**config.mk**
```make
export PLATFORM = sky130hd
export DESIGN_NAME = dice_display_flat
export DESIGN_NICKNAME = d
export VERILOG_FILES = /design/src/rtl/dice_display_if.sv /design/src/rtl/dice_display.sv /design/src/flat_wrapper.sv
export SDC_FILE = /design/constraint.sdc
export NUM_CORES = 1
export LEC_CHECK = 0
export CORE_ASPECT_RATIO = 1.5
export CORE_MARGIN = 4
export CORE_UTILIZATION = 50
export CTS_BUF_LIST = sky130_fd_sc_hd__clkbuf_16
export CTS_CLUSTER_SIZE = 14
export DETAILED_ROUTE_END_ITERATION = 10
export GPL_TIMING_DRIVEN = 0
export PLACE_DENSITY = 0.85
export SLEW_MARGIN = 20
export SYNTH_ARGS = -nofsm -noshare
export SYNTH_HDL_FRONTEND = slang
export SYNTH_SLANG_ARGS = --single-unit
```
**constraint.sdc**
```tcl
create_clock -name clk -period 3.05 [get_ports clk]
set_input_delay 0.61 -clock clk [delete_from_list [all_inputs] [get_ports clk]]
set_output_delay 0.61 -clock clk [all_outputs]
set_load 0.005 [all_outputs]
```
**src/rtl/dice_display_if.sv**
```systemverilog
// dice_display_if: button/throw pair shared between the dice and its display.
//   button  1  roll button, synchronous to clk
//   throw   3  current dice value, legal range 1..6
// Modports: master drives the pair (dice side), slave observes it (display side).
interface dice_display_if;
    logic       button;
    logic [2:0] throw;

    modport master (output button, output throw);
    modport slave  (input  button, input  throw);
endinterface

```
**src/rtl/dice_display.sv**
```systemverilog
// dice_display: consumer end of the electronic dice. Shows live pips while the
// button is held, latches the final throw on release, flags illegal throws
// with a blinking display, counts rolls and detects doubles.
// Ports:
//   clk         in   1      system clock, rising edge
//   rst         in   1      asynchronous active-high reset
//   dice        in   if     slave modport: button, throw
//   leds        out  7      pips: b0 C, b1 TL, b2 TR, b3 ML, b4 MR, b5 BL, b6 BR
//   result      out  3      latched throw
//   done        out  1      one-cycle pulse the cycle after a release
//   err         out  1      high while showing an illegal throw
//   is_double   out  1      latched legal result equals the previous legal one
//   roll_count  out  CNT_W  saturating count of latched throws
module dice_display #(
    parameter int unsigned BLINK_HALF = 4,
    parameter int unsigned CNT_W      = 8
) (
    input  logic                 clk,
    input  logic                 rst,
    dice_display_if.slave        dice,
    output logic [6:0]           leds,
    output logic [2:0]           result,
    output logic                 done,
    output logic                 err,
    output logic                 is_double,
    output logic [CNT_W-1:0]     roll_count
);

    localparam int unsigned BLINK_W = (BLINK_HALF > 1) ? $clog2(BLINK_HALF) : 1;
    localparam logic [BLINK_W-1:0] BLINK_LAST = BLINK_W'(BLINK_HALF - 1);
    localparam logic [CNT_W-1:0]   CNT_MAX    = {CNT_W{1'b1}};

    typedef enum logic [1:0] {
        IDLE    = 2'd0,
        ROLLING = 2'd1,
        SHOW    = 2'd2,
        ERROR   = 2'd3
    } state_t;

    state_t             state;
    logic               btn_q;
    logic [2:0]         prev;
    logic [BLINK_W-1:0] blink_cnt;
    logic               release_c;
    logic               legal_c;

    // Pip pattern for a dice value; illegal values light nothing.
    function automatic logic [6:0] decode(input logic [2:0] v);
        logic [6:0] p;
        unique case (v)
            3'd1:    p = 7'h01;
            3'd2:    p = 7'h42;
            3'd3:    p = 7'h43;
            3'd4:    p = 7'h66;
            3'd5:    p = 7'h67;
            3'd6:    p = 7'h7E;
            default: p = 7'h00;
        endcase
        return p;
    endfunction

    assign release_c = !dice.button && btn_q;
    assign legal_c   = (dice.throw != 3'd0) && (dice.throw != 3'd7);

    // Display FSM; every output is a register updated here.
    always_ff @(posedge clk or posedge rst) begin
        if (rst) begin
            state      <= IDLE;
            btn_q      <= 1'b0;
            prev       <= 3'd0;
            blink_cnt  <= '0;
            leds       <= 7'h00;
            result     <= 3'd0;
            done       <= 1'b0;
            err        <= 1'b0;
            is_double  <= 1'b0;
            roll_count <= '0;
        end else begin
            btn_q <= dice.button;
            done  <= 1'b0;

            unique case (state)
                IDLE: begin
                    leds <= 7'h00;
                    if (dice.button) begin
                        state <= ROLLING;
                        leds  <= decode(dice.throw);
                    end
                end

                ROLLING: begin
                    leds <= decode(dice.throw);
                    if (release_c) begin
                        result <= dice.throw;
                        done   <= 1'b1;
                        if (roll_count != CNT_MAX) begin
                            roll_count <= roll_count + CNT_W'(1);
                        end
                        if (legal_c) begin
                            state     <= SHOW;
                            is_double <= (dice.throw == prev) && (prev != 3'd0);
                            prev      <= dice.throw;
                        end else begin
                            // Blink starts lit on the very first ERROR cycle.
                            state     <= ERROR;
                            is_double <= 1'b0;
                            err       <= 1'b1;
                            leds      <= 7'h7F;
                            blink_cnt <= '0;
                        end
                    end
                end

                SHOW: begin
                    leds <= decode(result);
                    if (dice.button) begin
                        state <= ROLLING;
                        leds  <= decode(dice.throw);
                    end
                end

                ERROR: begin
                    if (dice.button) begin
                        state     <= ROLLING;
                        err       <= 1'b0;
                        blink_cnt <= '0;
                        leds      <= decode(dice.throw);
                    end else if (blink_cnt == BLINK_LAST) begin
                        blink_cnt <= '0;
                        leds      <= (leds == 7'h00) ? 7'h7F : 7'h00;
                    end else begin
                        blink_cnt <= blink_cnt + BLINK_W'(1);
                    end
                end

                default: state <= IDLE;
            endcase
        end
    end

endmodule

```
**src/flat_wrapper.sv**
```systemverilog
// flat-port wrapper written by rule: the top's interface ports become plain ports
module dice_display_flat 
#(
    parameter int unsigned BLINK_HALF = 4,
    parameter int unsigned CNT_W      = 8
)
  (clk, rst, leds, result, done, err, is_double, roll_count, dice_button, dice_throw);
  dice_display_if dice_i ();
  input  logic clk;
  input  logic rst;
  output logic [6:0] leds;
  output logic [2:0] result;
  output logic done;
  output logic err;
  output logic is_double;
  output logic [CNT_W-1:0] roll_count;
  input wire logic [$bits(dice_i.button)-1:0] dice_button;
  input wire logic [$bits(dice_i.throw)-1:0] dice_throw;
  assign dice_i.button = dice_button;
  assign dice_i.throw = dice_throw;
  dice_display #(.BLINK_HALF(BLINK_HALF), .CNT_W(CNT_W)) u_core (.clk(clk), .rst(rst), .dice(dice_i), .leds(leds), .result(result), .done(done), .err(err), .is_double(is_double), .roll_count(roll_count));
endmodule
```
Word-level counts from Yosys, hierarchy flattened
Cells that the tools add are included.

Reduce and logical (&&, ||, !) cells: 16. Add/subtract/negate cells: 2. Equality and inequality tests: 24. Multiplexer cells: 26.

Operators with widths (count): $pmux 7 s6 (2); $mux 7 (7); $pmux 7 s4 (1); $eq 3x3->1 const B (6); $eq 3x2->1 const B (4); $mux 2 (6); $reduce_and 3->1 (3); $add 8x1->8 const B (1); $ne 8x8->1 const B (1); $pmux 2 s2 (2); $logic_not 7->1 (1); $mux 1 (7); $eq 2x2->1 const B (3); $eq 3x1->1 const B (2); $reduce_bool 3->1 (2); $ne 2x1->1 const B (2); $ne 2x2->1 const B (2); $reduce_and 2->1 (2); $reduce_and 4->1 (1); $eq 3x3->1 (1); $logic_and 1x1->1 (3); $ne 3x2->1 const B (1); $ne 3x3->1 const B (1); $reduce_or 3->1 (1); other kinds (6) (6).

Logic and storage cells: 78. Input port bits: 6. Register bits: 29. Output and inout bits: 21.

Logic depth before layout (Yosys ltp)
Depth in word-level cells: 5. Mapped depth: 9.

Least setup slack after synthesis
Ideal clock, no wire load.

Kind: input to register. Start: in dice_button. End: reg u_core.prev[1]. Slack: 1028 ps. Cell stages on the path: 7. Data arrival time: 1898 ps. Path buffers: 3. Cell sequence: buf_6 > nand2b_4 > buf_6 > or3_1 > buf_6 > nor2_1 > mux2_2.

Longest elaborated chain between the ends: 3.

RTL lines: start: declaration (line flat_wrapper.sv:17) `input wire logic [$bits(dice_i.button)-1:0] dice_button;`; $logic_not 1->1 (line dice_display.sv:62) `assign release_c = !dice.button && btn_q;`; $logic_and 1x1->1 (line dice_display.sv:62); $reduce_and 3->1 (no source line); end signal: assignment (line dice_display.sv:102) `prev <= dice.throw;`; end: declaration (line dice_display.sv:42) `logic [2:0] prev;`.

Every way passes these cells. A chain may end at the register's enable or synchronous reset.

Worst setup path in the final report
Same ends and word-level chain as after synthesis.

==> flow_metrics.env <==
export IMPL_hold_path_class="flip-flop to flip-flop"
export IMPL_cts_resized=0
export IMPL_startpoint_type="input port"
export IMPL_setup_worst_path_end_class="flip-flop"
export IMPL_core_area_um2=2973
export IMPL_port_buffers=25
export IMPL_status="completed"
export IMPL_maxSlewViolCount=0
export IMPL_hold_buffers=0
export IMPL_setup_viol=0
export IMPL_start_util=0.5282
export IMPL_clock_sinks=26
export IMPL_hp_start="u_core.is_double$_DFFE_PP0P_"
export IMPL_grt_max_degree=27
export IMPL_synth_top_area_frac=0.4143
export IMPL_hold_ws_ns=0.4784
export IMPL_required_ns=3.19
export IMPL_synthCells=175
export IMPL_ys_seq_area_frac=0.4143
export IMPL_synthFlopType="dfrtp_1"
export IMPL_r2r_setup_slack_ns=1.21
export IMPL_drv_cap=0
export IMPL_clock_latency_ns=0.26
export IMPL_num_antenna_cells=0
export IMPL_synth_area_leaders="dfrtp_1 (41%), nand2_1 (5.5%), o21ai_0 (3.5%)"
export IMPL_crit_arrival_ns=2.49
export IMPL_synth_avg_cell_area_um2=8.973
export IMPL_crit_fanout=10
export IMPL_r2r_cells=6
export IMPL_dpl_worst_slack_ns=0.4431
export IMPL_peakVddDrop_v=0.0005044
export IMPL_period_share=0.7677
export IMPL_numCtsBuffers=3
export IMPL_clockRootBuffer="clkbuf_16"
export IMPL_rsz0062_at_grt="false"
export IMPL_drc_errors=0
export IMPL_r2r_start="u_core.state[0]$_DFFE_PP0P_"
export IMPL_clk_pin_slew_worst_paths_ns=0.06
export IMPL_worst_slew_pin_slew_ns=0.9064
export IMPL_grt_first_pass_wirelength_um=6920
export IMPL_postCtsSetupRepairBufs=0
export IMPL_fillers=238
export IMPL_wl_per_cell_um=16.33
export IMPL_overflow=0
export IMPL_netlist_top_cells_count="dfrtp_1 (26), nand2_1 (23), nor2_1 (13)"
export IMPL_track_usage=0.2165
export IMPL_grt_pass1_vias=1509
export IMPL_finalClockSkew_ns=0.002984
export IMPL_vias=1494
export IMPL_hold_depth=2
export IMPL_timing_fmax_ghz=0.4271
export IMPL_worst_slack_ns=0.7085
export IMPL_synth_area_um2=1570
export IMPL_antenna_left=0
export IMPL_period_minus_slack_ns=2.341
export IMPL_area_growth_pct=23.82
export IMPL_clockBufferDepth=2
export IMPL_avgViaCountPerCell=6.174
export IMPL_hold_viol=0
export IMPL_gp_congestion=0.9626
export IMPL_ys_ff_latch=26
export IMPL_wirelength_um=3952
export IMPL_pin_count=27
export IMPL_die_w_um=53.76
export IMPL_synth_most_common_cell="dfrtp_1"
export IMPL_crit_type="input port to flip-flop"
export IMPL_power_leakage_uw=0.0008020
export IMPL_initialDrtViolationCount=67
export IMPL_hpwl_um=2895
export IMPL_setup_tns_ns=0
export IMPL_die_area_um2=4120
export IMPL_syn_nets=183
export IMPL_cts_htree_levels=1
export IMPL_yosys_warnings=0
export IMPL_antenna_found_initial=0
export IMPL_r2r_end="u_core.prev[1]$_DFFE_PP0P_"
export IMPL_die_y_um=76.64
export IMPL_nets=213
export IMPL_rows=24
export IMPL_max_slew_margin=0.3920
export IMPL_final_layout_size_suffix_gt1_frac=0.08374
export IMPL_async_reset_ff_frac=1.000
export IMPL_p_per_area_nw_per_um2=641.6
export IMPL_yosysTopAreaCell="dfrtp_1"
export IMPL_ys_types=47
export IMPL_cts_tree="built"
export IMPL_synth_edf_count=0
export IMPL_hold_end="u_core.is_double$_DFFE_PP0P_"
export IMPL_first_pass_iters=4
## worst max-delay path by stage
stage | end | cells past startpoint | from
after floorplan | u_core.prev[1]$_DFFE_PP0P_ | 7 | dice_button
after detailed placement | u_core.roll_count[4]$_DFFE_PP0P_ | 10 | dice_button
after CTS | u_core.roll_count[4]$_DFFE_PP0P_ | 10 | dice_button
after global placement | u_core.roll_count[4]$_DFFE_PP0P_ | 10 | dice_button
after global routing | u_core.roll_count[4]$_DFFE_PP0P_ | 10 | dice_button
final | u_core.prev[1]$_DFFE_PP0P_ | 8 | dice_button
## registers in the layout, indices dropped and copies added, names as in the netlist
signal             cells
u_core.state           2
u_core.prev            3
u_core.leds            4
u_core.roll_count      8
u_core.btn_q           1
u_core.is_double       1
u_core.result          3
u_core.done            1
u_core.err             1
u_core.blink_cnt       2
## placed cells by master (no fill, tap or decap), types with 3 or more instances in the layout
cell type	synthesis	routed
or3_1	3	3
dfrtp_1	26	26
nor2_1	13	13
inv_1	6	5
nand3_1	4	4
nand4_1	4	4
xnor2_1	4	4
clkbuf_1	8	8
buf_6	3	3
o22ai_1	4	4
nand2_1	23	23
nor3_2	3	3
clkbuf_16	0	3
a211oi_1	4	4
xor2_1	4	4
o21ai_0	11	11
buf_4	3	3
clkdlybuf4s50_1	0	25
a21oi_1	7	7
a31oi_1	6	6
## kinds of logic after synthesis
| logic type | share of synthesized area |
|---|---|
| and+or+nand+nor | 0.2096 |
| AOI/OAI and AO/OA | 0.2191 |
| DFF | 0.4143 |
| buffers and inverters | 0.08287 |
| xor gates and xnor gates | 0.04462 |
| muxes | 0.01355 |
| adders and majority gates | 0.01593 |
## routing by layer
metal,global-route usage,part of all wire
met2,0.3507,0.53
met5,0,0
met4,0.1228,0.048
met3,0.04892,0.061
met1,0.2488,0.37
## power breakdown
| group | leakage [uW] | switching (uW) | internal [uW] | total (uW) |
|---|---|---|---|---|
| combinational | 0.000438 | 185 | 242 | 427 |
| sequential | 0.000327 | 106 | 428 | 534 |
| clock | 0.0000370 | 113 | 174 | 287 |
| total | 0.000802 | 404 | 843 | 1250 |
## stage by stage
stage	total power, uW	std cells	utilization	area [um^2]
2_1_floorplan	748.5	175	-	1570
3_3_place_gp	941.7	239	0.6288	1869
3_5_place_dp	964.4	239	0.6288	1869
4_1_cts	1251	242	0.6540	1944
5_1_grt	1334	242	0.6540	1944
6_report	1247	242	0.6540	1944
## worst max-delay path: stages
cell and delay, ns:
clkdlybuf4s50_1 0.43, buf_6 0.15, nand2b_4 0.13, buf_6 0.13
or3_1 0.32, buf_6 0.16, nor2_1 0.17, mux2_2 0.36
## cell type report
type / instances / area (um^2) / share of cell area
plain buffers: 17 / 98.84 / 0.05084
well taps: 39 / 48.80 / 0.02510
repair buffers: 25 / 250.2 / 0.1287
multi-input cells: 125 / 789.5 / 0.4060
flip-flops and latches: 26 / 650.6 / 0.3346
clock buffers: 3 / 75.07 / 0.03861
inverters: 7 / 31.28 / 0.01609
Note: power is estimated with default switching activity, not from simulation.
